<file path="config.mk">
export PLATFORM = sky130hd
export DESIGN_NAME = operand_fetch_stage
export DESIGN_NICKNAME = d
export VERILOG_FILES = /design/src/rtl/tsp16_pkg.sv /design/src/rtl/register_file.sv /design/src/rtl/operand_fetch_stage.sv
export SDC_FILE = /design/constraint.sdc
export NUM_CORES = 1
export LEC_CHECK = 0
export BUFFER_PORTS_ARGS = -buffer_cell sky130_fd_sc_hd__buf_2
export CORE_ASPECT_RATIO = 0.5
export CORE_MARGIN = 2
export CORE_UTILIZATION = 60
export DETAILED_ROUTE_END_ITERATION = 12
export GPL_TIMING_DRIVEN = 1
export PLACE_DENSITY_LB_ADDON = 0.08
export SLEW_MARGIN = 10
export SYNTH_ARGS = -nofsm -noshare
export SYNTH_HDL_FRONTEND = slang
export SYNTH_HIERARCHICAL = 1
export SYNTH_SLANG_ARGS = --single-unit
</file>
<file path="constraint.sdc">
create_clock -name clk -period 2.6 [get_ports clk]
set_input_delay 0.52 -clock clk [delete_from_list [all_inputs] [get_ports clk]]
set_output_delay 0.52 -clock clk [all_outputs]
set_load 0.02 [all_outputs]
</file>
<file path="src/rtl/tsp16_pkg.sv">
// Shared definitions for the 16-bit operand fetch stage: instruction field
// layout, condition/opcode encodings and register/word types.
package tsp16_pkg;

  localparam int unsigned TSP_DATA_W   = 16;
  localparam int unsigned TSP_NUM_REGS = 8;
  localparam int unsigned REG_AW       = $clog2(TSP_NUM_REGS);

  typedef logic [REG_AW-1:0]     reg_idx_t;
  typedef logic [TSP_DATA_W-1:0] word_t;

  localparam int unsigned COND_MSB = 15;
  localparam int unsigned COND_LSB = 14;
  localparam int unsigned OP_MSB   = 13;
  localparam int unsigned OP_LSB   = 9;
  localparam int unsigned RD_MSB   = 8;
  localparam int unsigned RD_LSB   = 6;
  localparam int unsigned RN_MSB   = 5;
  localparam int unsigned RN_LSB   = 3;
  localparam int unsigned RM_MSB   = 2;
  localparam int unsigned RM_LSB   = 0;

  // Only this condition class writes a destination register.
  localparam logic [1:0] A_TYPE = 2'b00;

  typedef enum logic [4:0] {
    ALU_ADD   = 5'd0,
    ALU_EQUAL = 5'd1,
    ALU_OR    = 5'd2,
    ALU_AND   = 5'd3,
    ALU_MINUS = 5'd4
  } alu_op_e;

  function automatic logic [1:0] instr_cond(input word_t instr);
    return instr[COND_MSB:COND_LSB];
  endfunction

  function automatic reg_idx_t instr_rd(input word_t instr);
    return instr[RD_MSB:RD_LSB];
  endfunction

  function automatic reg_idx_t instr_rn(input word_t instr);
    return instr[RN_MSB:RN_LSB];
  endfunction

  function automatic reg_idx_t instr_rm(input word_t instr);
    return instr[RM_MSB:RM_LSB];
  endfunction

endpackage

</file>
<file path="src/rtl/register_file.sv">
// Register file: two combinational read ports with same-cycle write bypass,
// one synchronous write port, synchronous reset of every entry to zero.
module register_file
  import tsp16_pkg::*;
#(
  parameter int unsigned DATA_W   = TSP_DATA_W,
  parameter int unsigned NUM_REGS = TSP_NUM_REGS,
  localparam int unsigned AW      = $clog2(NUM_REGS)
) (
  input  logic              clk_i,
  input  logic              rst_i,
  input  logic              we_i,
  input  logic [AW-1:0]     waddr_i,
  input  logic [DATA_W-1:0] wdata_i,
  input  logic [AW-1:0]     raddr_a_i,
  output logic [DATA_W-1:0] rdata_a_o,
  input  logic [AW-1:0]     raddr_b_i,
  output logic [DATA_W-1:0] rdata_b_o
);

  logic [DATA_W-1:0] regs_q [NUM_REGS];

  always_ff @(posedge clk_i) begin
    if (rst_i) begin
      for (int unsigned i = 0; i < NUM_REGS; i++) begin
        regs_q[i] <= '0;
      end
    end else if (we_i) begin
      regs_q[waddr_i] <= wdata_i;
    end
  end

  // A read of the entry being written sees the new value, never the stale one.
  assign rdata_a_o = (we_i && (waddr_i == raddr_a_i)) ? wdata_i : regs_q[raddr_a_i];
  assign rdata_b_o = (we_i && (waddr_i == raddr_b_i)) ? wdata_i : regs_q[raddr_b_i];

endmodule

</file>
<file path="src/rtl/operand_fetch_stage.sv">
// Operand fetch stage ahead of the ALU: decodes register fields, reads operands,
// tracks pending writes and stalls on read-after-write hazards.
module operand_fetch_stage
  import tsp16_pkg::*;
#(
  parameter int unsigned DATA_W   = TSP_DATA_W,
  parameter int unsigned NUM_REGS = TSP_NUM_REGS,
  localparam int unsigned AW      = $clog2(NUM_REGS)
) (
  input  logic              clk,
  input  logic              rst,
  input  logic              in_valid,
  output logic              in_ready,
  input  logic [15:0]       in_instr,
  output logic              out_valid,
  input  logic              out_ready,
  output logic [15:0]       out_instr,
  output logic [DATA_W-1:0] out_rn,
  output logic [DATA_W-1:0] out_rm,
  output logic [AW-1:0]     out_rd,
  input  logic              wb_en,
  input  logic [AW-1:0]     wb_addr,
  input  logic [DATA_W-1:0] wb_data
);

  logic [AW-1:0]       rd_idx, rn_idx, rm_idx;
  logic [DATA_W-1:0]   rn_data, rm_data;
  logic [NUM_REGS-1:0] pending_q, pending_d;
  logic                rn_wb_hit, rm_wb_hit, hazard, accept, consume, is_writer;

  logic              out_valid_q;
  logic [15:0]       out_instr_q;
  logic [DATA_W-1:0] out_rn_q, out_rm_q;
  logic [AW-1:0]     out_rd_q;

  assign rd_idx    = instr_rd(in_instr);
  assign rn_idx    = instr_rn(in_instr);
  assign rm_idx    = instr_rm(in_instr);
  assign is_writer = (instr_cond(in_instr) == A_TYPE);

  register_file #(
    .DATA_W   (DATA_W),
    .NUM_REGS (NUM_REGS)
  ) u_regfile (
    .clk_i     (clk),
    .rst_i     (rst),
    .we_i      (wb_en),
    .waddr_i   (wb_addr),
    .wdata_i   (wb_data),
    .raddr_a_i (rn_idx),
    .rdata_a_o (rn_data),
    .raddr_b_i (rm_idx),
    .rdata_b_o (rm_data)
  );

  // A same-cycle writeback to a pending source resolves the hazard via the bypass.
  always_comb begin
    rn_wb_hit = wb_en & (wb_addr == rn_idx);
    rm_wb_hit = wb_en & (wb_addr == rm_idx);
    hazard    = in_valid & ((pending_q[rn_idx] & ~rn_wb_hit) |
                            (pending_q[rm_idx] & ~rm_wb_hit));
    in_ready  = ~hazard & (~out_valid_q | out_ready);
    accept    = in_valid & in_ready;
    consume   = out_valid_q & out_ready;
  end

  // Clear before set so a new writer to the index being written back stays pending.
  always_comb begin
    pending_d = pending_q;
    if (wb_en) begin
      pending_d[wb_addr] = 1'b0;
    end
    if (accept && is_writer) begin
      pending_d[rd_idx] = 1'b1;
    end
  end

  always_ff @(posedge clk) begin
    if (rst) begin
      pending_q <= '0;
    end else begin
      pending_q <= pending_d;
    end
  end

  always_ff @(posedge clk) begin
    if (rst) begin
      out_valid_q <= 1'b0;
      out_instr_q <= '0;
      out_rn_q    <= '0;
      out_rm_q    <= '0;
      out_rd_q    <= '0;
    end else if (accept) begin
      out_valid_q <= 1'b1;
      out_instr_q <= in_instr;
      out_rn_q    <= rn_data;
      out_rm_q    <= rm_data;
      out_rd_q    <= rd_idx;
    end else if (consume) begin
      out_valid_q <= 1'b0;
    end
  end

  assign out_valid = out_valid_q;
  assign out_instr = out_instr_q;
  assign out_rn    = out_rn_q;
  assign out_rm    = out_rm_q;
  assign out_rd    = out_rd_q;

endmodule

</file>
==> impl_metrics.py, run 1 <==
metrics = {
    "sta": {
        "fin_setup_tns_ns": 0,
        "period_share_pct": 94.8,
        "hold_viol": 0,
        "clock.fmax_mhz": 406,
        "relSlewSlack_pct": 46.7,
        "setup_viol": 0,
        "drv_slew": 0,
        "fin_skew_ns": 0.0130,
        "rsz0062_at_grt": "false",
        "tightestPinTransition_ns": 0.799,
        "period_minus_slack_ns": 2.46,
    },
    "clock_network": {
        "numCtsBuffers": 17,
        "cts-root-buf": "clkbuf_16",
        "clk_latency_ns": 0.44,
        "cts_tree": "yes",
        "path_clk_slew_ns": 0.07,
        "cts_sinks": 185,
        "htreeDepth": 4,
        "clk_path_buf_depth": 2,
        "postCtsSetupBuffers": 0,
        "ctsResizeCount": 0,
        "cts_hold_repair.buffers": 0,
    },
    "detailed_routing": {
        "dr_wl_met3_microns": 1690,
        "dr_wl_met2_microns": 11300,
        "drt-met1-wl_microns": 11200,
        "top_layer": "met4",
        "drtPass1Iterations": 5,
        "via_per_inst": 6.14,
        "drc": 0,
        "wl_per_cell_microns": 23.2,
        "ant_nets": 0,
        "first_iter_violations": 536,
        "via_count": 6519,
        "routed_wl_microns": 24600,
    },
    "layout": {
        "finalNonFillerCells": 1062,
        "drive_gt1_share_pct": 27.8,
        "area_growth_syn_to_layout_pct": 12.5,
        "layout_common_cells": "128 x and2_1, 128 x edfxtp_1, 99 x nand2b_1, 92 x buf_2, 60 x mux4_1",
        "final_area_sq_um": 11600,
        "final_nets": 861,
        "fillers": 1163,
    },
    "pwr": {
        "leakage_nw": 4.52,
        "internal_power_mw": 5.24,
        "p_comb_share_pct": 15.5,
        "clockPowerShare_pct": 36.3,
        "vdd.ir_drop.worst_mv": 0.482,
        "p_switching_mw": 1.87,
        "powerDensity_nw_per_um2": 612,
        "swShare_pct": 26.3,
        "seq_power_share_pct": 48.2,
    },
    "worst_setup_path": {
        "critPathMaxStageDelay_ns": 0.47,
        "endpoint_kind": "output pin",
        "worstSetupPathType": "reg2out",
        "cp.arrival_ns": 1.94,
        "r2r_slack_ns": 0.66,
        "required_ns": 2.08,
        "start_kind": "flip-flop",
        "worstPathMaxFanout": 5,
        "crit_slowest_cell": "mux4_2",
        "path_cells": "mux4_2, o2111ai_2, nand2_1, a21boi_0, buf_2",
    },
    "floorplanning": {
        "rows": 33,
        "num_io_pins": 93,
        "start_util_pct": 62.1,
        "die_y_microns": 96.7,
        "core_area_sq_um": 16600,
        "die_x_microns": 189,
        "fp.dieArea_sq_um": 18300,
    },
    "global_routing": {
        "grt_pass1_wl_microns": 37200,
        "overflow": 0,
        "antenna_found_initial": 1,
        "grt_max_degree": 106,
        "grt_pass1_vias": 6361,
        "grt_use_total_pct": 27.6,
    },
    "placed_design": {
        "port_buffers": 92,
        "gp_congestion": 0.824,
        "placed_area_sq_um": 11000,
        "dp_hpwl_microns": 15400,
        "dp.cells": 1029,
    },
    "logic_synthesis": {
        "yosysUniqueCellTypes": 34,
        "avgSynthCellArea_sq_um": 13.9,
        "synth_warnings": 6,
        "ys_seq_area_share_pct": 48.3,
        "syn_area_sq_um": 10300,
        "syn_inst": 740,
        "synth-edff-count": 128,
        "dominantRegCellSynth": "edfxtp_1",
        "synth_fp_nets": 780,
        "synthArstFlopShare_pct": 0,
        "ys_ff_latch": 185,
    },
    "outcome": {
        "status": "finished clean",
    },
    "flow_run": {
        "maxCapViolCount": 0,
    },
    "min_path": {
        "hp-class": "in2reg",
    },
}
-- metrics by stage --
step | hold slack, ns | power, mW | setup WS [ns] | utilization (%)
finish | 0.350 | 7.11 | 0.136 | 69.9
global route | 0.354 | 7.35 | 0.0131 | 69.9
CTS | 0.337 | 7.14 | 0.119 | 69.9
detailed placement | 0.458 | 4.59 | 0.159 | 66.5
global placement | 0.455 | 4.56 | 0.162 | 66.5
floorplan | 0.456 | 4.25 | 0.147 | -
-- power by group through the flow --
| stage | logic, mW | registers (mW) | clock network, mW |
|---|---|---|---|
| 2_1_floorplan | 0.710 | 3.54 | 0 |
| 3_3_place_gp | 1.08 | 3.48 | 0 |
| 3_5_place_dp | 1.10 | 3.49 | 0 |
| 4_1_cts | 1.11 | 3.42 | 2.61 |
| 5_1_grt | 1.17 | 3.45 | 2.73 |
| 6_report | 1.10 | 3.43 | 2.58 |
-- routing by layer --
layer  global-route usage, %  up-vias
met5                       0        -
met4                    7.10        0
met3                    6.31       37
met2                    43.4      250
met1                    39.3     3309
li1                        -     2923
-- critical path, delay by kind of cell (launching register included) --
kind	cells	cell delay, ns
flops	1	0.32
simple gates	1	0.08
mux	1	0.47
buf+inv	1	0.19
compound gates	2	0.46
-- synthesized netlist by cell type, drive strengths merged, types with 8 or more instances --
cell      n  area share (%)
buf      27             2.6
xnor2    12             1.0
clkbuf   31             1.1
nand3     8            0.39
nor2      9            0.33
nand2b   99             6.0
and2    128             7.8
nand2    15            0.55
dfxtp    57              11
o22ai     8            0.49
mux2     64             7.4
mux4     65              16
edfxtp  128              37
mux2i    54             5.2
or2       9            0.55
-- logic make-up after synthesis --
| logic type | synth area share (%) |
|---|---|
| and+or+nand+nor | 17.1 |
| buffers and inverters | 3.77 |
| AOI/OAI and AO/OA | 0.825 |
| xor gates and xnor gates | 1.02 |
| DFF | 48.3 |
| muxes | 29.0 |
-- sequential cells by signal, summed over array words and instances, names as in the netlist --
signal            cells
u_regfile/regs_q    128
out_instr            16
out_rm               16
out_rn               16
pending_q             8
out_valid             1
-- final cells by class --
cell class | count | area [sq um] | share of cell area [%]
diodes | 1 | 2.50 | 0.0216
clock buffers | 19 | 433 | 3.73
clock inverters | 13 | 135 | 1.16
multi-input cells | 497 | 4940 | 42.6
flip-flops and latches | 185 | 4980 | 43.0
well taps | 227 | 284 | 2.45
repair buffers | 120 | 821 | 7.07
-- path summary, 6_finish.rpt --
| check | startpoint | to | cells past startpoint |
|---|---|---|---|
| max | pending_q[3]$_SDFF_PP0_ | in_ready | 5 |
| min | in_instr[13] | out_instr[13]$_SDFFE_PP0P_ | 3 |
| max reg2reg | pending_q[3]$_SDFF_PP0_ | out_rm[10]$_SDFFE_PP0P_ | 5 |
| min reg2reg | out_rm[13]$_SDFFE_PP0P_ | out_rm[13]$_SDFFE_PP0P_ | 2 |
Power figures use the tool's default switching activity.
==> run 2, diff against run 1 <==
==> constraint.sdc (replaced) <==
create_clock -name clk -period 2.6 [get_ports clk]
set_input_delay 0.26 -clock clk [delete_from_list [all_inputs] [get_ports clk]]
set_output_delay 0.26 -clock clk [all_outputs]
set_load 0.02 [all_outputs]
==> run 2 against run 1 <==
Against the previous run: final cell count fell by 0.66%; highest routed layer unchanged; power rose by 0.39%; combinational power barely moved; via count rose by 0.11%; register-to-register slack got worse by 0.15 ns.
==> impl_metrics.py, run 2 (same netlist as run 1, synthesis figures left out) <==
metrics = {
    "outcome": {
        "status": "finished clean",
    },
    "sta": {
        "fin_setup_tns_ns": 0,
        "setup_viol": 0,
        "tightestPinTransition_ns": 0.620,
        "drv_slew": 0,
        "fin_skew_ns": 0.0115,
        "rsz0062_at_grt": "false",
        "hold_viol": 0,
        "period_share_pct": 85.8,
        "clock.fmax_mhz": 448,
        "relSlewSlack_pct": 58.7,
        "period_minus_slack_ns": 2.23,
    },
    "clock_network": {
        "path_clk_slew_ns": 0.07,
        "clk_latency_ns": 0.44,
        "numCtsBuffers": 17,
        "cts_hold_repair.buffers": 0,
        "htreeDepth": 4,
        "postCtsSetupBuffers": 0,
        "ctsResizeCount": 0,
        "cts_tree": "yes",
        "cts-root-buf": "clkbuf_16",
        "cts_sinks": 185,
        "clk_path_buf_depth": 2,
    },
    "detailed_routing": {
        "drtPass1Iterations": 5,
        "dr_wl_met3_microns": 2110,
        "ant_nets": 0,
        "via_count": 6526,
        "via_per_inst": 6.19,
        "drt-met1-wl_microns": 10300,
        "drc": 0,
        "dr_wl_met2_microns": 12000,
        "first_iter_violations": 554,
        "routed_wl_microns": 24900,
        "wl_per_cell_microns": 23.6,
        "top_layer": "met4",
    },
    "floorplanning": {
        "rows": 33,
        "fp.dieArea_sq_um": 18300,
        "num_io_pins": 93,
        "core_area_sq_um": 16600,
        "die_x_microns": 189,
        "start_util_pct": 62.1,
        "die_y_microns": 96.7,
    },
    "layout": {
        "antennaDiodeCount": 0,
        "fillers": 1177,
        "regArea_sq_um": 4980,
        "layout_common_cells": "128 x and2_1, 128 x edfxtp_1, 99 x nand2b_1, 92 x buf_2, 60 x mux4_1",
        "final_nets": 855,
        "finalNonFillerCells": 1055,
        "multi_input_area_sq_um": 4940,
        "largest_register": "u_regfile/regs_q",
        "largest_register_ff_count": 128,
        "drive_gt1_share_pct": 27.2,
        "final_util_pct": 69.2,
        "area_growth_syn_to_layout_pct": 11.4,
    },
    "global_routing": {
        "grt_pass1_wl_microns": 38100,
        "grt_use_total_pct": 28.3,
        "grt_max_degree": 60,
        "antenna_found_initial": 1,
        "grt_pass1_vias": 6601,
        "overflow": 0,
    },
    "pwr": {
        "internal_power_mw": 5.30,
        "vdd.ir_drop.worst_mv": 0.521,
        "leakage_nw": 4.46,
        "swShare_pct": 25.8,
        "p_comb_share_pct": 15.0,
        "clockPowerShare_pct": 36.9,
        "seq_power_share_pct": 48.1,
        "p_switching_mw": 1.84,
        "powerDensity_nw_per_um2": 621,
    },
    "worst_setup_path": {
        "cp.arrival_ns": 1.97,
        "required_ns": 2.34,
        "worstSetupPathType": "reg2out",
        "endpoint_kind": "output pin",
        "worstReg2RegEnd": "out_rm[12]$_SDFFE_PP0P_",
        "worstPathMaxFanout": 5,
        "start_kind": "flip-flop",
        "rr_startpoint": "pending_q[3]$_SDFF_PP0_",
        "r2r_slack_ns": 0.51,
        "r2r_cells": 5,
    },
    "flow_run": {
        "maxCapViolCount": 0,
    },
    "placed_design": {
        "dp.cells": 1023,
        "port_buffers": 92,
        "gp_congestion": 0.824,
        "dp_hpwl_microns": 15000,
    },
    "min_path": {
        "hp-class": "in2reg",
        "hold-path-endpoint": "out_instr[11]$_SDFFE_PP0P_",
        "min_path_cells": 3,
        "min_from": "in_instr[11]",
    },
}
[run 2: cell types whose count changed in the layout (fill, tap and decap cells not counted), moves of 2 or more]
cell      delta
clkinv_1     +3
inv_6        +3
clkbuf_1     -2
inv_4        -4
buf_12       -7
[run 2: worst max-delay path, stage by stage, from the launching register on]
cell	delay, ns
dfxtp_1	0.33
mux4_2	0.48
o2111ai_2	0.27
nand2_1	0.10
a21boi_0	0.17
buf_2	0.19
[run 2: layout make-up]
type                    count  area share (%)
well taps                 227            2.47
clock buffers              17            3.70
clock inverters            15            1.41
multi-input cells         497            43.0
repair buffers            114            5.99
flip-flops and latches    185            43.4
[run 2: power by group through the flow]
| stage | clock [mW] | combinational (mW) | sequential, mW |
|---|---|---|---|
| after floorplan | 0 | 0.710 | 3.54 |
| after global placement | 0 | 1.06 | 3.48 |
| after detailed placement | 0 | 1.07 | 3.49 |
| after CTS | 2.68 | 1.08 | 3.43 |
| after global routing | 2.78 | 1.15 | 3.45 |
| final | 2.63 | 1.07 | 3.43 |
[run 2: worst max-delay path by stage]
| stage | startpoint | end |
|---|---|---|
| final | pending_q[3]$_SDFF_PP0_ | in_ready |
| after global routing | pending_q[3]$_SDFF_PP0_ | in_ready |
| after CTS | pending_q[3]$_SDFF_PP0_ | in_ready |
| after detailed placement | in_instr[3] | out_instr[13]$_SDFFE_PP0P_ |
| after global placement | in_instr[0] | out_rm[10]$_SDFFE_PP0P_ |
| after floorplan | in_instr[3] | in_ready |
[run 2: metal layers]
metal | vias up | global-route usage (%)
met5 | - | 0
met4 | 0 | 9.12
met3 | 32 | 6.71
met2 | 280 | 46.0
met1 | 3306 | 38.0
li1 | 2908 | -
[run 2: per-stage QoR]
stage | setup WS [ns] | instance area (sq um) | hold WS [ns] | power, mW
after global routing | 0.241 | 11500 | 0.0919 | 7.38
final | 0.370 | 11500 | 0.0927 | 7.13
after global placement | 0.381 | 10900 | 0.454 | 4.54
after CTS | 0.349 | 11500 | 0.0795 | 7.18
after floorplan | 0.667 | 10300 | 0.415 | 4.25
after detailed placement | 0.364 | 10900 | 0.464 | 4.57
